**src/rtl/unlock_seq.sv**
```systemverilog
// Magic-key unlock sequencer: PREFIX0, PREFIX1, personality magic, SUFFIX, then one committed config write.
// Optional consecutive-failure lockout is built when UNLOCK_SEQ_LOCKOUT_EN is defined.
module unlock_seq #(
  parameter int unsigned          WIDTH    = 8,
  parameter int unsigned          NUM_ID   = 2,
  parameter int unsigned          IDX_W    = 4,
  parameter logic [WIDTH-1:0]     PREFIX0  = 'h55,
  parameter logic [WIDTH-1:0]     PREFIX1  = 'hAA,
  parameter logic [WIDTH-1:0]     SUFFIX   = 'h01,
  parameter int unsigned          TIMEOUT  = 16,
  parameter int unsigned          MAX_FAIL = 3
) (
  input  logic                    clock,
  input  logic                    reset,
  input  logic                    strobe,
  input  logic                    abort,
  input  logic [WIDTH-1:0]        data,
  input  logic [NUM_ID*WIDTH-1:0] magic,
  output logic [2:0]              state,
  output logic                    armed,
  output logic                    commit,
  output logic [IDX_W-1:0]        commit_id,
  output logic [WIDTH-1:0]        commit_data,
  output logic                    timeout,
  output logic                    fail,
  output logic                    locked
);

  typedef enum logic [2:0] {
    S_IDLE  = 3'd0,
    S_P0    = 3'd1,
    S_P1    = 3'd2,
    S_ID    = 3'd3,
    S_ARMED = 3'd4
  } state_t;

  localparam int unsigned TMR_W = (TIMEOUT > 1) ? $clog2(TIMEOUT) : 1;
  localparam logic [TMR_W-1:0] TMR_LAST =
    TMR_W'((TIMEOUT == 0) ? 0 : TIMEOUT - 1);

  state_t             state_q, state_d;
  logic [TMR_W-1:0]   timer_q, timer_d;
  logic [IDX_W-1:0]   id_q, id_d;
  logic               armed_q, armed_d;
  logic               commit_q, commit_d;
  logic [IDX_W-1:0]   commit_id_q, commit_id_d;
  logic [WIDTH-1:0]   commit_data_q, commit_data_d;
  logic               timeout_q, timeout_d;
  logic               fail_q, fail_d;
  logic               lock_now;

  logic               hit;
  logic [IDX_W-1:0]   hit_idx;
  logic               is_p0;
  state_t             miss_st;

  // Scan from the top down so the lowest matching personality is left standing.
  always_comb begin
    hit     = 1'b0;
    hit_idx = '0;
    for (int i = NUM_ID - 1; i >= 0; i--) begin
      if (data == magic[i*WIDTH +: WIDTH]) begin
        hit     = 1'b1;
        hit_idx = IDX_W'(i);
      end
    end
  end

  assign is_p0   = (data == PREFIX0);
  assign miss_st = is_p0 ? S_P0 : S_IDLE;

`ifdef UNLOCK_SEQ_LOCKOUT_EN
  localparam int unsigned CNT_W = $clog2(MAX_FAIL + 1);

  logic [CNT_W-1:0] fail_cnt_q, fail_cnt_d;
  logic             locked_q, locked_d;

  assign lock_now = locked_q;
`else
  assign lock_now = 1'b0;
`endif

  always_comb begin
    state_d       = state_q;
    timer_d       = timer_q;
    id_d          = id_q;
    commit_d      = 1'b0;
    commit_id_d   = commit_id_q;
    commit_data_d = commit_data_q;
    timeout_d     = 1'b0;
    fail_d        = 1'b0;

    if (lock_now) begin
      state_d = S_IDLE;
      timer_d = '0;
    end else if (abort) begin
      state_d = S_IDLE;
      timer_d = '0;
    end else if (strobe) begin
      timer_d = '0;
      case (state_q)
        S_IDLE: begin
          if (is_p0) state_d = S_P0;
        end
        S_P0: begin
          if (data == PREFIX1) begin
            state_d = S_P1;
          end else begin
            fail_d  = 1'b1;
            state_d = miss_st;
          end
        end
        S_P1: begin
          if (hit) begin
            state_d = S_ID;
            id_d    = hit_idx;
          end else begin
            fail_d  = 1'b1;
            state_d = miss_st;
          end
        end
        S_ID: begin
          if (data == SUFFIX) begin
            state_d = S_ARMED;
          end else begin
            fail_d  = 1'b1;
            state_d = miss_st;
          end
        end
        S_ARMED: begin
          state_d       = S_IDLE;
          commit_d      = 1'b1;
          commit_id_d   = id_q;
          commit_data_d = data;
        end
        default: state_d = S_IDLE;
      endcase
    end else begin
      case (state_q)
        S_IDLE: timer_d = '0;
        S_P0, S_P1, S_ID, S_ARMED: begin
          if (TIMEOUT != 0 && timer_q == TMR_LAST) begin
            state_d   = S_IDLE;
            timer_d   = '0;
            timeout_d = 1'b1;
          end else begin
            timer_d = timer_q + 1'b1;
          end
        end
        default: begin
          state_d = S_IDLE;
          timer_d = '0;
        end
      endcase
    end

`ifdef UNLOCK_SEQ_LOCKOUT_EN
    fail_cnt_d = fail_cnt_q;
    locked_d   = locked_q;
    if (commit_d) begin
      fail_cnt_d = '0;
    end else if (fail_d) begin
      fail_cnt_d = fail_cnt_q + 1'b1;
    end
    if (!locked_q && fail_cnt_d >= CNT_W'(MAX_FAIL)) begin
      locked_d = 1'b1;
      state_d  = S_IDLE;
      timer_d  = '0;
    end
`endif

    armed_d = (state_d == S_ARMED);
  end

  always_ff @(posedge clock or posedge reset) begin
    if (reset) begin
      state_q       <= S_IDLE;
      timer_q       <= '0;
      id_q          <= '0;
      armed_q       <= 1'b0;
      commit_q      <= 1'b0;
      commit_id_q   <= '0;
      commit_data_q <= '0;
      timeout_q     <= 1'b0;
      fail_q        <= 1'b0;
    end else begin
      state_q       <= state_d;
      timer_q       <= timer_d;
      id_q          <= id_d;
      armed_q       <= armed_d;
      commit_q      <= commit_d;
      commit_id_q   <= commit_id_d;
      commit_data_q <= commit_data_d;
      timeout_q     <= timeout_d;
      fail_q        <= fail_d;
    end
  end

`ifdef UNLOCK_SEQ_LOCKOUT_EN
  always_ff @(posedge clock or posedge reset) begin
    if (reset) begin
      fail_cnt_q <= '0;
      locked_q   <= 1'b0;
    end else begin
      fail_cnt_q <= fail_cnt_d;
      locked_q   <= locked_d;
    end
  end

  assign locked = locked_q;
`else
  assign locked = 1'b0;
`endif

  assign state       = state_q;
  assign armed       = armed_q;
  assign commit      = commit_q;
  assign commit_id   = commit_id_q;
  assign commit_data = commit_data_q;
  assign timeout     = timeout_q;
  assign fail        = fail_q;

endmodule

```
**config.mk**
```make
export PLATFORM = sky130hd
export DESIGN_NAME = unlock_seq
export DESIGN_NICKNAME = d
export VERILOG_FILES = /design/src/rtl/unlock_seq.sv
export SDC_FILE = /design/constraint.sdc
export NUM_CORES = 1
export LEC_CHECK = 0
export ABC_AREA = 1
export CORE_ASPECT_RATIO = 1.75
export CORE_UTILIZATION = 25
export DETAILED_ROUTE_END_ITERATION = 10
export PLACE_DENSITY = 0.58
export SYNTH_ARGS = -nofsm -noshare
export SYNTH_HDL_FRONTEND = slang
export SYNTH_SLANG_ARGS = --single-unit
```
**constraint.sdc**
```tcl
create_clock -name clock -period 1.8 [get_ports clock]
set_input_delay 0.45 -clock clock [delete_from_list [all_inputs] [get_ports clock]]
set_output_delay 0.45 -clock clock [all_outputs]
set_load 0.05 [all_outputs]
```
==> results_dict.tcl <==
set metrics [dict create \
    cts_setup_buffers 0 \
    track_usage_pct 11.2 \
    grt_setup_unrepaired "no" \
    cts_buffers 3 \
    viasPerCell 4.23 \
    place_ws_ns -0.156 \
    drt_first_pass_iters 7 \
    clock_sinks 21 \
    min_period_ns 1.68 \
    die-area_um2 5670 \
    layout_commonest_cell "nand2_1" \
    grt_max_degree 22 \
    status "finished, violations left" \
    synth.largest_area_cell "dfrtp_1" \
    r2r_end "commit_data[4]" \
    grt_pass1_wl_um 4910 \
    crit_arrival_ns 1.82 \
    core-area_um2 5060 \
    gp_congestion 0.874 \
    cts.htree.levels 1 \
    grt_antenna_before_repair 0 \
    worstPathRequired_ns 1.95 \
    yosysWarnings 0 \
    initial_core_util_pct 26.5 \
    diodes 0 \
    synthCells 187 \
    io_pins 48 \
    worst_ir_drop_vdd_uv 244 \
    hpwlAfterDp_um 2560 \
    yosysSeqAreaShare_pct 39.2 \
    setup_viol 0 \
    cap_violations 0 \
    synth_area_um2 1340 \
    dp_cells 296 \
    placedInstanceArea_um2 1890 \
    portBuffers 43 \
    start_kind "input pin" \
    routed_wl_um 2970 \
    yosys.cell_types.count 24 \
    clk_latency_ns 0.25 \
    fin_ws_ns 0.124 \
    worst_hold_slack_ns 0.472 \
    layout.nets 276 \
    critical_path_class "input pin to register" \
    worstReg2RegStart "state[0]" \
    violations "design-rule violations" \
    p_per_area_nw_per_um2 564 \
    yosys-top-cells-area "dfrtp_1, nand2_1, inv_1, nor2_1, xnor2_1" \
    endpoint_kind "register" \
    rrSetupSlack_ns 0.40 \
    synth-seq-cells 21 \
    drt_iter0_markers 20 \
    cts-root-buf "clkbuf_8" \
    grt_overflow_total 0 \
    drive_above_1_share_pct 23.2 \
    syn_to_final_growth_pct 44.7 \
    leakage_nw 1.03 \
    cts_buffer_depth 2 \
    crit_end "state[0]" \
    finalCritPeriodShare_pct 93.1 \
    syn_area_per_cell_um2 7.17 \
    fin_cells 300 \
    mostFrequentLayoutCells "nand2_1, buf_4, clkdlybuf4s50_1" \
    slew_violations 0 \
    post-route-drc-count 6 \
    stdcell_area_um2 1940 \
    wire_per_inst_um 9.89 \
    clk_pin_slew_ns 0.07 \
    cp_max_fo 5 \
    hold_viol 0 \
    postCtsHoldBufs 0 \
    cts_tree "yes" \
    first_global_vias 1134 \
    cp-startpoint "data[1]" \
    detail-route-antenna-nets 0 \
    clock_skew_ns 0.00495 \
    power_mw 1.09 \
    placementRows 34 \
    cts_resized 0 \
    die_h_um 98.9 \
    reg2reg_depth 8 \
    die_x_um 57.3 \
    route.vias.total 1269 \
    max_freq_mhz 597 \
    hp-class "register to register" \
    yosysTopAreaCellShare_pct 39.2 \
]
==> layer usage <==
| layer | GRT usage (%) | share of wire (%) |
|---|---|---|
| met1 | 11.7 | 39 |
| met3 | 0.919 | 2.7 |
| met2 | 20.8 | 56 |
| met4 | 6.38 | 2.4 |
| met5 | 0 | 0 |
==> synth_stat cells <==
| cell | number |
|---|---|
| a21oi_1 | 1 |
| a21oi_2 | 1 |
| a31oi_1 | 1 |
| buf_4 | 4 |
| buf_6 | 2 |
| conb_1 | 1 |
| dfrtp_1 | 21 |
| ha_1 | 1 |
| inv_1 | 21 |
| inv_2 | 9 |
| nand2_1 | 64 |
| nand2_2 | 4 |
| nand3_1 | 10 |
| nand4_1 | 2 |
| nor2_1 | 19 |
| nor2_2 | 2 |
| nor2_4 | 1 |
| nor2_8 | 1 |
| nor3_1 | 4 |
| o21ai_1 | 2 |
| o21ai_2 | 5 |
| o32ai_1 | 2 |
| xnor2_1 | 8 |
| xor2_1 | 1 |
==> critical path, cell delays in order <==
cell,delay (ns)
clkdlybuf4s50_1,0.51
inv_2,0.08
nor3_1,0.29
nand3_1,0.12
nand2_1,0.10
nand3_1,0.07
nand2_1,0.06
inv_1,0.04
nand2_2,0.06
a21oi_2,0.04
==> power by group <==
part	internal [mW]	switching (mW)	leakage, nW	total [mW]
logic	0.133	0.167	0.723	0.300
registers	0.485	0.0109	0.287	0.496
clock network	0.157	0.141	0.0228	0.298
==> area by class of cell <==
type | count | area (um^2)
Clock buffer | 4 | 45.0
Fill cell | 543 | 3120
Inverter | 30 | 113
Multi-Input combinational cell | 133 | 661
Sequential cell | 21 | 526
Tap cell | 54 | 67.6
Timing Repair Buffer | 58 | 528
==> flip-flops by register name, summed over array words and instances (netlist names) <==
register and cells:
armed 1, state 3, commit_id 1, id_q 1, timeout 1, commit 1
commit_data 8, timer_q 4, fail 1
==> worst min-delay path by stage <==
stage | slack, ns | cells after the start | from | endpoint
6_report | 0.47 | 1 | timer_q[0] | timer_q[0]
5_1_grt | 0.49 | 2 | commit_data[6] | commit_data[6]
4_1_cts | 0.47 | 1 | timer_q[0] | timer_q[0]
3_5_place_dp | 0.46 | 2 | commit_data[6] | commit_data[6]
3_3_place_gp | 0.46 | 1 | timer_q[0] | timer_q[0]
2_1_floorplan | 0.43 | 1 | reset | armed
==> cells by family after synthesis <==
kind of cell,after synthesis,synth area share (%)
flops,21,39.2
compound gates,12,6.82
simple gates,107,34.5
fa+ha+maj,1,0.934
other cells,1,0.280
xor+xnor,9,5.88
buf+inv,36,12.3
==> per-stage QoR <==
stage                     setup TNS (ns)  util, %
after floorplan                        0        -
after global placement            -0.354     37.4
after detailed placement          -0.349     37.4
after CTS                              0     38.3
after global routing                   0     38.3
final                                  0     38.3
Power figures use the tool's default switching activity.
